<file path="config.mk">
export PLATFORM = sky130hd
export DESIGN_NAME = fetch_queue_unit
export DESIGN_NICKNAME = d
export VERILOG_FILES = /design/src/rtl/fetch_pkg.sv /design/src/rtl/sync_fifo.sv /design/src/rtl/fetch_queue_unit.sv
export SDC_FILE = /design/constraint.sdc
export NUM_CORES = 1
export LEC_CHECK = 0
export ABC_AREA = 1
export CORE_ASPECT_RATIO = 0.9
export CORE_MARGIN = 2
export CORE_UTILIZATION = 50
export CTS_CLUSTER_DIAMETER = 120
export CTS_CLUSTER_SIZE = 28
export DETAILED_ROUTE_END_ITERATION = 6
export GPL_TIMING_DRIVEN = 0
export MAX_ROUTING_LAYER = met4
export PLACE_DENSITY = 0.74
export SYNTH_ARGS = -nofsm -noshare
export SYNTH_HDL_FRONTEND = slang
export SYNTH_SLANG_ARGS = --single-unit
</file>
<file path="constraint.sdc">
create_clock -name CLK -period 10.4 [get_ports CLK]
set_input_delay 2.08 -clock CLK [delete_from_list [all_inputs] [get_ports CLK]]
set_output_delay 2.08 -clock CLK [all_outputs]
set_load 0.02 [all_outputs]
</file>
<file path="src/rtl/fetch_pkg.sv">
// Shared types for the instruction fetch stage.
//   fetch_entry_t : one queued fetch result (instruction word + its word PC)
//   XLEN          : datapath / PC width
package fetch_pkg;
  localparam int XLEN = 32;

  typedef struct packed {
    logic [XLEN-1:0] instr;
    logic [XLEN-1:0] pc;
  } fetch_entry_t;
endpackage

</file>
<file path="src/rtl/sync_fifo.sv">
// Synchronous FIFO with flush, used as the fetch queue.
//   clk_i, rst_ni     : clock, synchronous active-low reset
//   flush_i           : drop all entries (wins over push/pop)
//   push_i/push_data_i: write one entry at the tail
//   pop_i             : retire the head entry (caller guarantees non-empty)
//   count_o           : occupancy, 0..DEPTH
//   head_o            : entry at the head, meaningless when count_o == 0
// The caller guarantees no push when full without a simultaneous pop.
module sync_fifo
  import fetch_pkg::*;
#(
  parameter int  DEPTH = 4,
  parameter type T     = fetch_entry_t,
  localparam int AW    = $clog2(DEPTH),
  localparam int CW    = AW + 1
) (
  input  logic          clk_i,
  input  logic          rst_ni,
  input  logic          flush_i,
  input  logic          push_i,
  input  T              push_data_i,
  input  logic          pop_i,
  output logic [CW-1:0] count_o,
  output T              head_o
);

  T              mem_q [DEPTH];
  logic [AW-1:0] wptr_q, wptr_d;
  logic [AW-1:0] rptr_q, rptr_d;
  logic [CW-1:0] count_q, count_d;

  always_comb begin
    wptr_d  = wptr_q;
    rptr_d  = rptr_q;
    count_d = count_q;
    if (flush_i) begin
      wptr_d  = '0;
      rptr_d  = '0;
      count_d = '0;
    end else begin
      // pointers are log2(DEPTH) wide so they wrap modulo DEPTH for free
      if (push_i) wptr_d = wptr_q + AW'(1);
      if (pop_i)  rptr_d = rptr_q + AW'(1);
      case ({push_i, pop_i})
        2'b10:   count_d = count_q + CW'(1);
        2'b01:   count_d = count_q - CW'(1);
        default: count_d = count_q;
      endcase
    end
  end

  always_ff @(posedge clk_i) begin
    if (!rst_ni) begin
      wptr_q  <= '0;
      rptr_q  <= '0;
      count_q <= '0;
    end else begin
      wptr_q  <= wptr_d;
      rptr_q  <= rptr_d;
      count_q <= count_d;
    end
  end

  // storage needs no reset: occupancy decides what is visible
  always_ff @(posedge clk_i) begin
    if (rst_ni && !flush_i && push_i) mem_q[wptr_q] <= push_data_i;
  end

  assign count_o = count_q;
  assign head_o  = mem_q[rptr_q];

endmodule

</file>
<file path="src/rtl/fetch_queue_unit.sv">
// Instruction fetch stage: owns the word PC, reads a 1-cycle-latency
// instruction memory, queues PC-tagged instructions for the decoder and
// honours redirects from execute (which flush everything queued/in flight).
//   CLK, RSTN            : clock, synchronous active-low reset
//   IMEM_REQ/IMEM_ADDR   : memory read request and word address (= fetch PC)
//   IMEM_RDATA           : data for the request issued the previous cycle
//   REDIRECT/REDIRECT_PC : one-cycle redirect pulse and new fetch target
//   OUT_VALID/OUT_READY  : decoder handshake, OUT_INSTR/OUT_PC = queue head
//   DONE                 : everything up to LAST_PC delivered, nothing pending
module fetch_queue_unit
  import fetch_pkg::*;
#(
  parameter int              DEPTH    = 4,
  parameter logic [XLEN-1:0] RESET_PC = 32'd0,
  parameter logic [XLEN-1:0] LAST_PC  = 32'd35
) (
  input  logic            CLK,
  input  logic            RSTN,
  output logic            IMEM_REQ,
  output logic [XLEN-1:0] IMEM_ADDR,
  input  logic [XLEN-1:0] IMEM_RDATA,
  input  logic            REDIRECT,
  input  logic [XLEN-1:0] REDIRECT_PC,
  output logic            OUT_VALID,
  input  logic            OUT_READY,
  output logic [XLEN-1:0] OUT_INSTR,
  output logic [XLEN-1:0] OUT_PC,
  output logic            DONE
);

  localparam int CW = $clog2(DEPTH) + 1;

  logic [XLEN-1:0] fetch_pc_q, fetch_pc_d;
  logic [XLEN-1:0] tag_pc_q, tag_pc_d;   // PC of the request now in flight
  logic            inflight_q, inflight_d;
  logic            done_q, done_d;
  logic            run_q;                // low for the first cycle out of reset

  logic [CW-1:0]   count;
  fetch_entry_t    head, push_entry;
  logic            pc_ok, below_cap, issue, push, pop;

  assign pc_ok     = (fetch_pc_q <= LAST_PC);
  // reserving a slot for the in-flight word means a response always fits
  assign below_cap = ((32'(count) + 32'(inflight_q)) < 32'(DEPTH));
  assign issue     = run_q & ~REDIRECT & pc_ok & below_cap;
  assign push      = inflight_q & ~REDIRECT;
  assign pop       = OUT_VALID & OUT_READY & ~REDIRECT;

  assign push_entry = '{instr: IMEM_RDATA, pc: tag_pc_q};

  always_comb begin
    fetch_pc_d = fetch_pc_q;
    tag_pc_d   = tag_pc_q;
    inflight_d = 1'b0;
    done_d     = 1'b0;
    if (REDIRECT) begin
      fetch_pc_d = REDIRECT_PC;
    end else begin
      inflight_d = issue;
      if (issue) begin
        fetch_pc_d = fetch_pc_q + 32'd1;
        tag_pc_d   = fetch_pc_q;
      end
      done_d = ~pc_ok & (count == '0) & ~inflight_q;
    end
  end

  always_ff @(posedge CLK) begin
    if (!RSTN) begin
      fetch_pc_q <= RESET_PC;
      tag_pc_q   <= '0;
      inflight_q <= 1'b0;
      done_q     <= 1'b0;
      run_q      <= 1'b0;
    end else begin
      fetch_pc_q <= fetch_pc_d;
      tag_pc_q   <= tag_pc_d;
      inflight_q <= inflight_d;
      done_q     <= done_d;
      run_q      <= 1'b1;
    end
  end

  sync_fifo #(
    .DEPTH (DEPTH),
    .T     (fetch_entry_t)
  ) u_queue (
    .clk_i       (CLK),
    .rst_ni      (RSTN),
    .flush_i     (REDIRECT),
    .push_i      (push),
    .push_data_i (push_entry),
    .pop_i       (pop),
    .count_o     (count),
    .head_o      (head)
  );

  assign IMEM_REQ  = issue;
  assign IMEM_ADDR = fetch_pc_q;
  assign OUT_VALID = (count != '0);
  assign OUT_INSTR = head.instr;
  assign OUT_PC    = head.pc;
  assign DONE      = done_q;

endmodule

</file>
==> summary.txt <==
Critical path
  – Slowest stage delay, CP: 0.63 ns
  – Setup crit start: REDIRECT
  – Worst reg-to-reg setup slack: 8.41 ns
  – CP max-delay cell: clkdlybuf4s50_1
  – Critical path endpoint category: output pin
  – R2R depth: 4
  – CP Max Fanout: 10
  – CP startpoint kind: primary input
  – Reg-to-reg endpoint: u_queue.mem_q[0][37]$_DFFE_PP_
  – CP most frequent cell: inv_2
  – FF-to-FF Start: inflight_q$_SDFF_PP0_
  – Worst endpoint required time: 8.32 ns
  – Data arrival, critical path: 3.64 ns
  – Delay-heaviest family, CP: buffers and inverters
  – CP Class: in2out
  – Crit path buffers/inverters: 5
  – CP Cell Sequence: buf_2 -> inv_2 -> nand3_1 -> a31oi_1 -> nand3_2 -> buf_6 -> inv_2 -> clkdlybuf4s50_1

Clock tree
  – Post-CTS Setup Bufs: 0
  – Buffer levels on the longest clock path: 3
  – CTS buffer count: 15
  – Post_cts resized: 0
  – Clock Pin Slew Worst Setup and Hold Paths: between 0.1 and 0.15 ns
  – Clock Tree Root: clkbuf_16
  – # H-tree levels: 1
  – Clk_lat worst skew: around 0.50 ns
  – Cts hold-fix bufs: 0
  – TritonCTS clock tree: done
  – CTS sink cnt: 332

Yosys
  – Post-Syn Nets: between 1000 and 1500
  – Syn avg cell area: between 10 and 15 sq um
  – Post-Synthesis Cells: 995
  – Warnings, synthesis: 0
  – Yosys cell types: 25
  – Synth top area share: 0.6250
  – Mapped Area: 0.01230 sq mm
  – Top cells by area, synth: edfxtp_1, dfxtp_1, o21ai_0, nor2_1, o22ai_1
  – Seq/Total Area, Yosys: 0.7487
  – Yosys top cell by area: edfxtp_1
  – Register bit total from synthesis: 332

Finish
  – # diodes: 0
  – Non-Filler Instances: 1501
  – Nets: 1260
  – Share of cells above drive strength 1: 0.04023
  – Area grow syn2layout: 21.68%
  – Fill count: ~1900

STA
  – Fin crit period: 5.722 ns
  – Final max-slew violation count: 0
  – RSZ-0062 raised after global routing: false
  – Setup violators final: 0
  – Fmax: approximately 170 MHz
  – Hold Fails Final Rpt: 0
  – Total Neg Setup Slack: 0 ns
  – Final period util: 0.5502
  – Worst-Margin Slew: 0.7256 ns
  – Slew headroom: 0.5163
  – Clock Skew: approximately 0.018 ns

Global routing
  – Total gr overflow: 0
  – Global-route wire length before repair: 41670 um
  – Antenna violations before repair: 0
  – Vias in the first global route: approximately 8000
  – Total Routing Usage GR: 0.2119
  – GRT met1 Usage: 0.2869
  – Largest net degree at the start of global routing: 30
  – GRT met2 Usage: 0.3516
  – Gr busiest metal: met2
  – Met3 Resource Use GR: 0.02182

Routing
  – Residual DRC: 0
  – Post-Route WL: 27170 um
  – Routed WL per cell: 18.10 um
  – Vias/cell: 5.419
  – Iter 0 DRT Violations: between 800 and 900
  – Drt first pass iters: 6
  – ANT nets after route: 0
  – Vias: 8134

Placed design
  – GPL Wtd Cong: a little over 0.8
  – Detailed placement HPWL: around 18000 um
  – Placed insts: approximately 1500
  – Count of port buffers added during placement: 165

Power and ir drop
  – Peak VDD IR: 99.80 uV
  – Leak Pwr: 0.005105 uW
  – PwrDens: 145.9 mW/mm^2

Floorplanning
  – Core ar.: 0.02419 sq mm
  – FP Rows: 54
  – Die ar.: approximately 0.026 sq mm
  – Starting density of the core: 0.5085
  – Die W: approximately 170 um
  – I/O pins: about 170
  – Die Span Y: 152.8 um

Min path
  – Hold Crit Class: reg2reg
  – Hold path depth: 2
  – Worst Min Path Start: u_queue.rptr_q[1]$_SDFFE_PP0P_

Status
  – Status: completed

Flow run
  – Max-cap violations: 0
metal layers:
metal | up-vias | routed length, um
met5 | - | 0
met4 | 0 | 487
met3 | 43 | 1450
met2 | 266 | 13370
met1 | 3902 | 11870
li1 | 3923 | -
cells in the final DEF, fill, tap and decap left out, drive strengths merged:
cell type and n:
edfxtp 256, nor2 169, clkdlybuf4s50 165, o21ai 153
dfxtp 76, clkbuf 66, nand2 64, o22ai 64
nand3 54, inv 51, a21oi 28, buf 27
ha 6, xor2 4, nand4 3, clkinv 2
nor3 1, or2 1, a31oi 1, fa 1
bufinv 1
tightest hold or removal path: stages (launching register included):
cell     delay [ns]
dfxtp_1        0.31
inv_1          0.06
a21oi_1        0.07
cell type report:
cell class	count	area, sq um	area share
flip-flops and latches	332	9209	0.6153
multi-input cells	549	2658	0.1776
repair buffers	173	1812	0.1211
clock buffers	24	409.1	0.02734
well taps	308	385.4	0.02575
plain buffers	61	264.0	0.01764
inverters	53	198.9	0.01329
clock inverters	1	30.03	0.002007
report_power, final:
part / leakage [uW] / switching, uW / internal, uW / total (uW)
sequential: 0.00283 / 7.18 / 1420 / 1430
combinational: 0.00207 / 41.8 / 43.9 / 85.7
clock: 0.000210 / 368 / 300 / 668
total: 0.00511 / 417 / 1770 / 2180
logic make-up after synthesis:
kind of cell,Yosys count,share of synthesized area
flops,332,0.7487
simple gates,292,0.09634
compound gates,246,0.1067
buf+inv,114,0.03764
fa+ha+maj,7,0.007731
xor+xnor,4,0.002848
registers in the layout, indices dropped and copies added (netlist names), named ones only:
signal,cells
inflight_q,1
run_q,1
DONE,1
tag_pc_q,32
u_queue.count_o,3
u_queue.rptr_q,2
u_queue.mem_q,256
u_queue.wptr_q,2
IMEM_ADDR,32
worst max-delay path by stage:
stage	slack, ns	to	cells after the start
floorplan	4.44	u_queue.mem_q[0][0]$_DFFE_PP_	5
global placement	1.42	u_queue.mem_q[3][38]$_DFFE_PP_	6
detailed placement	4.67	IMEM_REQ	8
CTS	4.67	IMEM_REQ	8
global route	4.56	IMEM_REQ	8
finish	4.68	IMEM_REQ	8
per-stage QoR:
stage	worst slack [ns]	area, sq um	hold slack [ns]	total power (uW)	util
2_1_floorplan	4.437	12300	0.4360	1492	-
3_3_place_gp	1.422	14340	0.4541	1544	0.5927
3_5_place_dp	4.672	14530	0.4631	1546	0.6006
4_1_cts	4.666	14970	0.4808	2196	0.6187
5_1_grt	4.561	14970	0.5016	2246	0.6187
6_report	4.678	14970	0.4836	2184	0.6187
synth_stat cells:
master,n
nand4_1,3
buf_1,5
ha_1,6
nand2_1,64
buf_2,10
fa_1,1
nand3_2,1
a21oi_1,28
a31oi_1,1
buf_4,2
xor2_1,4
dfxtp_1,76
nor2_2,2
buf_6,2
o22ai_1,64
o21ai_0,153
nor3_1,1
clkinv_1,2
edfxtp_1,256
nor2_1,167
inv_1,48
clkbuf_1,42
nand3_1,53
or2_0,1
inv_2,3
(Power assumes the default switching activity.)
